File: config.mk
export PLATFORM = sky130hd
export DESIGN_NAME = la_udp_pkt_framer
export DESIGN_NICKNAME = d
export VERILOG_FILES = /design/src/rtl/la_udp_pkt_framer.sv
export SDC_FILE = /design/constraint.sdc
export NUM_CORES = 1
export LEC_CHECK = 0
export ABC_AREA = 1
export CELL_PAD_IN_SITES_DETAIL_PLACEMENT = 0
export CELL_PAD_IN_SITES_GLOBAL_PLACEMENT = 1
export CORE_ASPECT_RATIO = 0.8
export CORE_MARGIN = 2
export CORE_UTILIZATION = 46
export DETAILED_ROUTE_END_ITERATION = 7
export GPL_TIMING_DRIVEN = 0
export PLACE_DENSITY = 0.84
export SLEW_MARGIN = 30
export SYNTH_ARGS = -nofsm -noshare
export SYNTH_HDL_FRONTEND = slang
export SYNTH_SLANG_ARGS = --single-unit
File: constraint.sdc
create_clock -name clk -period 6.2 [get_ports clk]
set_input_delay 0.93 -clock clk [delete_from_list [all_inputs] [get_ports clk]]
set_output_delay 0.93 -clock clk [all_outputs]
set_load 0.05 [all_outputs]
File: src/rtl/la_udp_pkt_framer.sv
// UDP packet framer: slices a capture stream from the sample FIFO into
// packets of up to PKT_PAYLOAD bytes, each preceded by a 4-byte header
// (sequence number, payload length), with an idle gap between packets.
module la_udp_pkt_framer #(
  parameter int PKT_PAYLOAD = 1024,
  parameter int GAP_CYCLES  = 64
) (
  input  logic        clk,
  input  logic        rst_n,
  input  logic        sample_run,
  input  logic [31:0] sample_num,
  input  logic        dout_done,
  output logic        fifo_ren,
  input  logic [7:0]  fifo_data,
  input  logic        almost_empty,
  output logic        tx_req,
  input  logic        tx_ack,
  output logic [15:0] tx_len,
  output logic        tx_valid,
  input  logic        tx_ready,
  output logic        tx_last,
  output logic [7:0]  tx_data,
  output logic        ethernet_read_done,
  output logic        busy
);

  typedef enum logic [2:0] {
    S_IDLE, S_WAIT, S_REQ, S_HDR, S_PAY, S_GAP, S_DONE
  } state_t;

  localparam logic [15:0] GAP_LAST = 16'(GAP_CYCLES - 1);
  localparam logic [15:0] MAX_PAY  = 16'(PKT_PAYLOAD);

  state_t      state, state_nxt;
  logic        run_d, armed;
  logic [31:0] remaining;
  logic [15:0] seq, plen, issued, gap_cnt;
  logic [1:0]  hdr_idx;
  logic        done_r;

  // Read pipeline: a byte requested this cycle lands in the skid buffer next cycle.
  logic        rd_vld_p1, rd_last_p1;
  // Two-entry skid buffer; entry 0 is the head that drives the stream.
  logic [7:0]  buf_data_p0, buf_data_p1;
  logic        buf_last_p0, buf_last_p1;
  logic [1:0]  buf_cnt;

  logic        start, start_ok, readable, pop, push, push_last, pay_end, room;
  logic        hdr_push;
  logic [7:0]  hdr_byte, push_data;
  logic [2:0]  occ;

  // Payload length of the next packet: the remaining count saturated at PKT_PAYLOAD.
  function automatic logic [15:0] clamp_len(input logic [31:0] rem);
    if (rem < {16'd0, MAX_PAY}) return rem[15:0];
    return MAX_PAY;
  endfunction

  // armed blocks a start until sample_run has been seen low after reset.
  assign start     = sample_run & ~run_d & armed;
  assign start_ok  = start && (state == S_IDLE || state == S_DONE);
  assign readable  = !almost_empty || dout_done;
  assign tx_valid  = (buf_cnt != 2'd0);
  assign tx_data   = buf_data_p0;
  assign tx_last   = buf_last_p0 & tx_valid;
  assign pop       = tx_valid && tx_ready;
  // Occupancy after this cycle's pop, counting the byte already in flight.
  assign occ       = {1'b0, buf_cnt} + {2'b00, rd_vld_p1} - {2'b00, pop};
  assign room      = (occ < 3'd2);
  assign push      = hdr_push || rd_vld_p1;
  assign push_data = hdr_push ? hdr_byte : fifo_data;
  assign push_last = hdr_push ? 1'b0 : rd_last_p1;
  assign pay_end   = (state == S_PAY) && pop && buf_last_p0;
  assign ethernet_read_done = done_r;

  // State register.
  always_ff @(posedge clk or negedge rst_n) begin
    if (!rst_n) state <= S_IDLE;
    else        state <= state_nxt;
  end

  // Next-state logic.
  always_comb begin
    state_nxt = state;
    case (state)
      S_IDLE, S_DONE: if (start_ok) state_nxt = (sample_num == 32'd0) ? S_DONE : S_WAIT;
      S_WAIT: if (readable) state_nxt = S_REQ;
      S_REQ:  if (tx_ack) state_nxt = S_HDR;
      S_HDR:  if (hdr_push && hdr_idx == 2'd3) state_nxt = S_PAY;
      S_PAY:  if (pay_end) state_nxt = (remaining == {16'd0, plen}) ? S_DONE : S_GAP;
      S_GAP:  if (gap_cnt == GAP_LAST) state_nxt = S_WAIT;
      default: state_nxt = S_IDLE;
    endcase
  end

  // Per-state outputs: request, header push, FIFO read strobe, busy.
  always_comb begin
    tx_req   = 1'b0;
    tx_len   = '0;
    busy     = 1'b1;
    fifo_ren = 1'b0;
    hdr_push = 1'b0;
    case (hdr_idx)
      2'd0:    hdr_byte = seq[15:8];
      2'd1:    hdr_byte = seq[7:0];
      2'd2:    hdr_byte = plen[15:8];
      default: hdr_byte = plen[7:0];
    endcase
    case (state)
      S_IDLE, S_DONE: busy = 1'b0;
      S_REQ: begin
        tx_req = 1'b1;
        tx_len = plen + 16'd4;
      end
      S_HDR: hdr_push = room;
      S_PAY: fifo_ren = (issued < plen) && readable && room;
      default: ;
    endcase
  end

  // Start edge detection and transfer bookkeeping (remaining bytes, sequence, done flag).
  always_ff @(posedge clk or negedge rst_n) begin
    if (!rst_n) begin
      run_d     <= 1'b0;
      armed     <= 1'b0;
      remaining <= '0;
      seq       <= '0;
      plen      <= '0;
      done_r    <= 1'b0;
    end else begin
      run_d <= sample_run;
      armed <= armed | ~sample_run;
      if (state == S_WAIT) plen <= clamp_len(remaining);
      if (start_ok) begin
        remaining <= sample_num;
        seq       <= '0;
        done_r    <= 1'b0;
      end else begin
        if (pay_end) begin
          remaining <= remaining - {16'd0, plen};
          seq       <= seq + 16'd1;
        end
        if (state == S_DONE) done_r <= 1'b1;
      end
    end
  end

  // Per-packet counters: header index, payload reads issued, gap length.
  always_ff @(posedge clk or negedge rst_n) begin
    if (!rst_n) begin
      hdr_idx <= '0;
      issued  <= '0;
      gap_cnt <= '0;
    end else begin
      if (state != S_HDR) hdr_idx <= '0;
      else if (hdr_push)  hdr_idx <= hdr_idx + 2'd1;
      if (state != S_PAY) issued <= '0;
      else if (fifo_ren)  issued <= issued + 16'd1;
      if (state != S_GAP) gap_cnt <= '0;
      else                gap_cnt <= gap_cnt + 16'd1;
    end
  end

  // Read pipeline and skid buffer; the head entry holds still while stalled.
  always_ff @(posedge clk or negedge rst_n) begin
    if (!rst_n) begin
      rd_vld_p1   <= 1'b0;
      rd_last_p1  <= 1'b0;
      buf_data_p0 <= '0;
      buf_data_p1 <= '0;
      buf_last_p0 <= 1'b0;
      buf_last_p1 <= 1'b0;
      buf_cnt     <= '0;
    end else begin
      rd_vld_p1  <= fifo_ren;
      rd_last_p1 <= fifo_ren && (issued == plen - 16'd1);
      case ({push, pop})
        2'b10: begin
          if (buf_cnt == 2'd0) begin
            buf_data_p0 <= push_data;
            buf_last_p0 <= push_last;
          end else begin
            buf_data_p1 <= push_data;
            buf_last_p1 <= push_last;
          end
          buf_cnt <= buf_cnt + 2'd1;
        end
        2'b01: begin
          buf_data_p0 <= buf_data_p1;
          buf_last_p0 <= buf_last_p1;
          buf_cnt     <= buf_cnt - 2'd1;
        end
        2'b11: begin
          if (buf_cnt == 2'd1) begin
            buf_data_p0 <= push_data;
            buf_last_p0 <= push_last;
          end else begin
            buf_data_p0 <= buf_data_p1;
            buf_last_p0 <= buf_last_p1;
            buf_data_p1 <= push_data;
            buf_last_p1 <= push_last;
          end
        end
        default: ;
      endcase
    end
  end

endmodule

==> flow_metrics.py <==
metrics = {
    "yosys": {
        "synth_ff_type": "dfrtp_1",
        "synth_enable_flop_cells": 0,
        "async_flop_share_pct": 100,
        "synth-seq-cells": 126,
        "synthesis.nets": 1396,
        "ys_warn_count": 0,
        "netlist-cell-type-count": 48,
        "seq_area_frac_synth_pct": 35.0,
        "syn_area_mm2": 0.00901,
        "synth_area_per_cell_um2": 6.94,
        "syn_inst": 1297,
    },
    "critical_path": {
        "slowest_delay_ps": 850,
        "cp.required_ps": 5270,
        "worst_ep_arrival_time_ps": 4460,
        "worst_path_max_delay_cell": "clkdlybuf4s50_1",
        "path_class": "in -> out",
        "worstPathMaxFanout": 13,
        "worstPathCellList": "clkdlybuf4s50_1, nand2_2, inv_2, ha_1, inv_1, nand2_1, fa_1, inv_1, nor2_1, nor2_1, nand2_1, inv_1, nand2_1, nor2_1, nand3_1, inv_1, clkdlybuf4s50_1",
        "r2r-start": "buf_cnt[1]",
        "cp-startpoint": "tx_ready",
        "crit_path_start_kind": "input port",
        "endpoint_kind": "output port",
        "crit_top_cell": "inv_1",
    },
    "routing": {
        "final_antenna_net_count": 0,
        "drt-vias-per-instance": 5.32,
        "firstDrtPassIters": 6,
        "drcViolationCount": 0,
        "totalWireLength_mm": 27.1,
        "num_vias": 8855,
        "drt_iter0_markers": 817,
        "wire_per_inst_um": 16.3,
    },
    "sta": {
        "period_minus_slack_ps": 5390,
        "finalMaxSlewViolations": 0,
        "fin_hold_ws_ps": 410,
        "slew_headroom_pct": 44.5,
        "layout_worst_path_cycle_share_pct": 87.0,
        "hold_violations": 0,
        "max_slew.worst_pin.slew_ps": 811,
        "finalSetupViolCount": 0,
        "fmax_mhz": 185,
        "finClkSkew_ps": 16.6,
        "rsz0062_at_grt": "false",
    },
    "cts": {
        "cts_tree": "built",
        "holdBufCountCts": 0,
        "cts_buffers": 17,
        "path_clk_slew_ps": 60,
        "postCtsSetupBuffers": 0,
        "clock_sinks": 126,
        "clk_latency_ps": 420,
        "clk_path_buf_depth": 2,
        "cts_resized": 0,
        "cts_root_buf": "clkbuf_16",
        "htree_levels": 4,
    },
    "cells_and_area": {
        "area_growth_pct": 19.7,
        "nets": 1492,
        "n_antenna_cell": 0,
        "post-route-util_pct": 56.5,
        "drive_gt1_share_pct": 5.12,
    },
    "floorplan": {
        "io_pins": 77,
        "die_h_um": 129,
        "start_util_pct": 47.2,
        "die_x_um": 160,
        "core_mm2": 0.0191,
        "num_rows": 45,
        "design.die.area_mm2": 0.0207,
    },
    "grt": {
        "grt_overflow": 0,
        "grt_pass1_vias": 8429,
        "grt_pass1_wl_mm": 44.8,
        "antenna_found_initial": 0,
        "grt_max_degree": 72,
        "grtUsageTotal_pct": 27.5,
    },
    "pwr": {
        "power.total_mw": 4.14,
        "p_leak_nw": 4.99,
        "powerDensity_mw_per_mm2": 384,
        "max-vdd-ir-drop_v": 0.000223,
    },
    "placement": {
        "hpwl_mm": 20.8,
        "gp_congestion": 0.927,
        "io_buffers": 76,
    },
    "outcome": {
        "status": "finished, final reports clean",
    },
    "job": {
        "cap_violations": 0,
    },
    "min_path": {
        "hold_class": "in -> async",
    },
}
==> final cells by class <==
class | count | area [um2]
buffer | 32 | 144
fill | 1860 | 8300
sequential | 126 | 3150
clock buffer | 24 | 512
inverter | 176 | 661
tap | 258 | 323
timing repair buffer | 77 | 793
multi-input combinational | 963 | 5050
clock inverter | 8 | 149
==> synthesized netlist by cell type, types with 5 or more instances <==
cell type  instances  area (um2)
a211oi_1           7        52.6
a21oi_1           77         385
buf_2              9        45.0
clkbuf_1          19        71.3
dfrtp_1          126        3150
ha_1              50         626
inv_1            169         634
inv_2              7        26.3
nand2_1          314        1180
nand3_1           97         485
nand4_1           21         131
nor2_1           143         537
nor2_2             5        31.3
nor3_1            31         155
nor4_1            11        68.8
o211ai_1          13        97.6
o21ai_0           91         455
o21ai_1            8        40.0
o21bai_1           7        52.6
o221ai_1           5        43.8
o22ai_1            9        56.3
o31ai_1            6        45.0
xnor2_1           10        87.6
xor2_1            26         228
==> worst max-delay path: cells and delay by family <==
family | cells | cell delay, ps
fa+ha+maj | 2 | 650
buf+inv | 7 | 1990
simple gates | 8 | 870
==> placed cells by master (no fill, tap or decap), types with 31 or more instances in the layout <==
| cell type | count |
|---|---|
| ha_1 | 50 |
| clkdlybuf4s50_1 | 75 |
| inv_1 | 169 |
| nor2_1 | 143 |
| nor3_1 | 31 |
| a21oi_1 | 77 |
| o21ai_0 | 91 |
| nand3_1 | 97 |
| nand2_1 | 314 |
| dfrtp_1 | 126 |
==> layer usage <==
metal	vias up	global-route usage, %	routed length (um)
li1	4479	-	-
met5	-	0	0
met4	0	4.50	176
met1	4128	42.3	14200
met2	233	41.0	11200
met3	15	4.83	1460
==> where the power goes <==
group	leakage [nW]	switching [mW]	internal (mW)
clock	0.319	0.388	0.739
combinational	3.02	1.25	0.616
sequential	1.66	0.152	1.00
total	4.99	1.79	2.35
==> per-stage QoR <==
stage               std cells  TNS [ps]  setup WS, ps  instance area (um2)
finish                   1664         0           807                10800
global route             1664         0           500                10800
CTS                      1664         0           801                10800
detailed placement       1632         0           824                10100
global placement         1631   -141230         -1140                10100
floorplan                1297         0          1370                 9010
==> final timing paths <==
kind                                   to  slack [ps]  cells after the start
hold / removal               remaining[1]         410                      1
hold reg to reg                gap_cnt[0]         460                      1
max in group asynchronous          seq[2]        5060                      2
min in group clk               gap_cnt[0]         460                      1
setup reg to reg           buf_data_p1[2]        1860                     19
setup / recovery                 fifo_ren         810                     17
==> sequential cells by signal, indices dropped and copies added (netlist names) <==
name and count:
plen 16, gap_cnt 16, rd_vld_p1 1, rd_last_p1 1, seq 16, ethernet_read_done 1
hdr_idx 2, issued 16, buf_last_p0 1, buf_cnt 2, state 3, remaining 32
tx_data 8, buf_last_p1 1, run_d 1, buf_data_p1 8, armed 1
==> kinds of logic after synthesis <==
group / share of synthesized area (%)
buffers and inverters: 8.93
AOI/OAI and AO/OA: 14.8
xor gates and xnor gates: 3.50
adders and majority gates: 7.39
and+or+nand+nor: 30.1
muxes: 0.250
DFF: 35.0
Power figures use the tool's default switching activity.
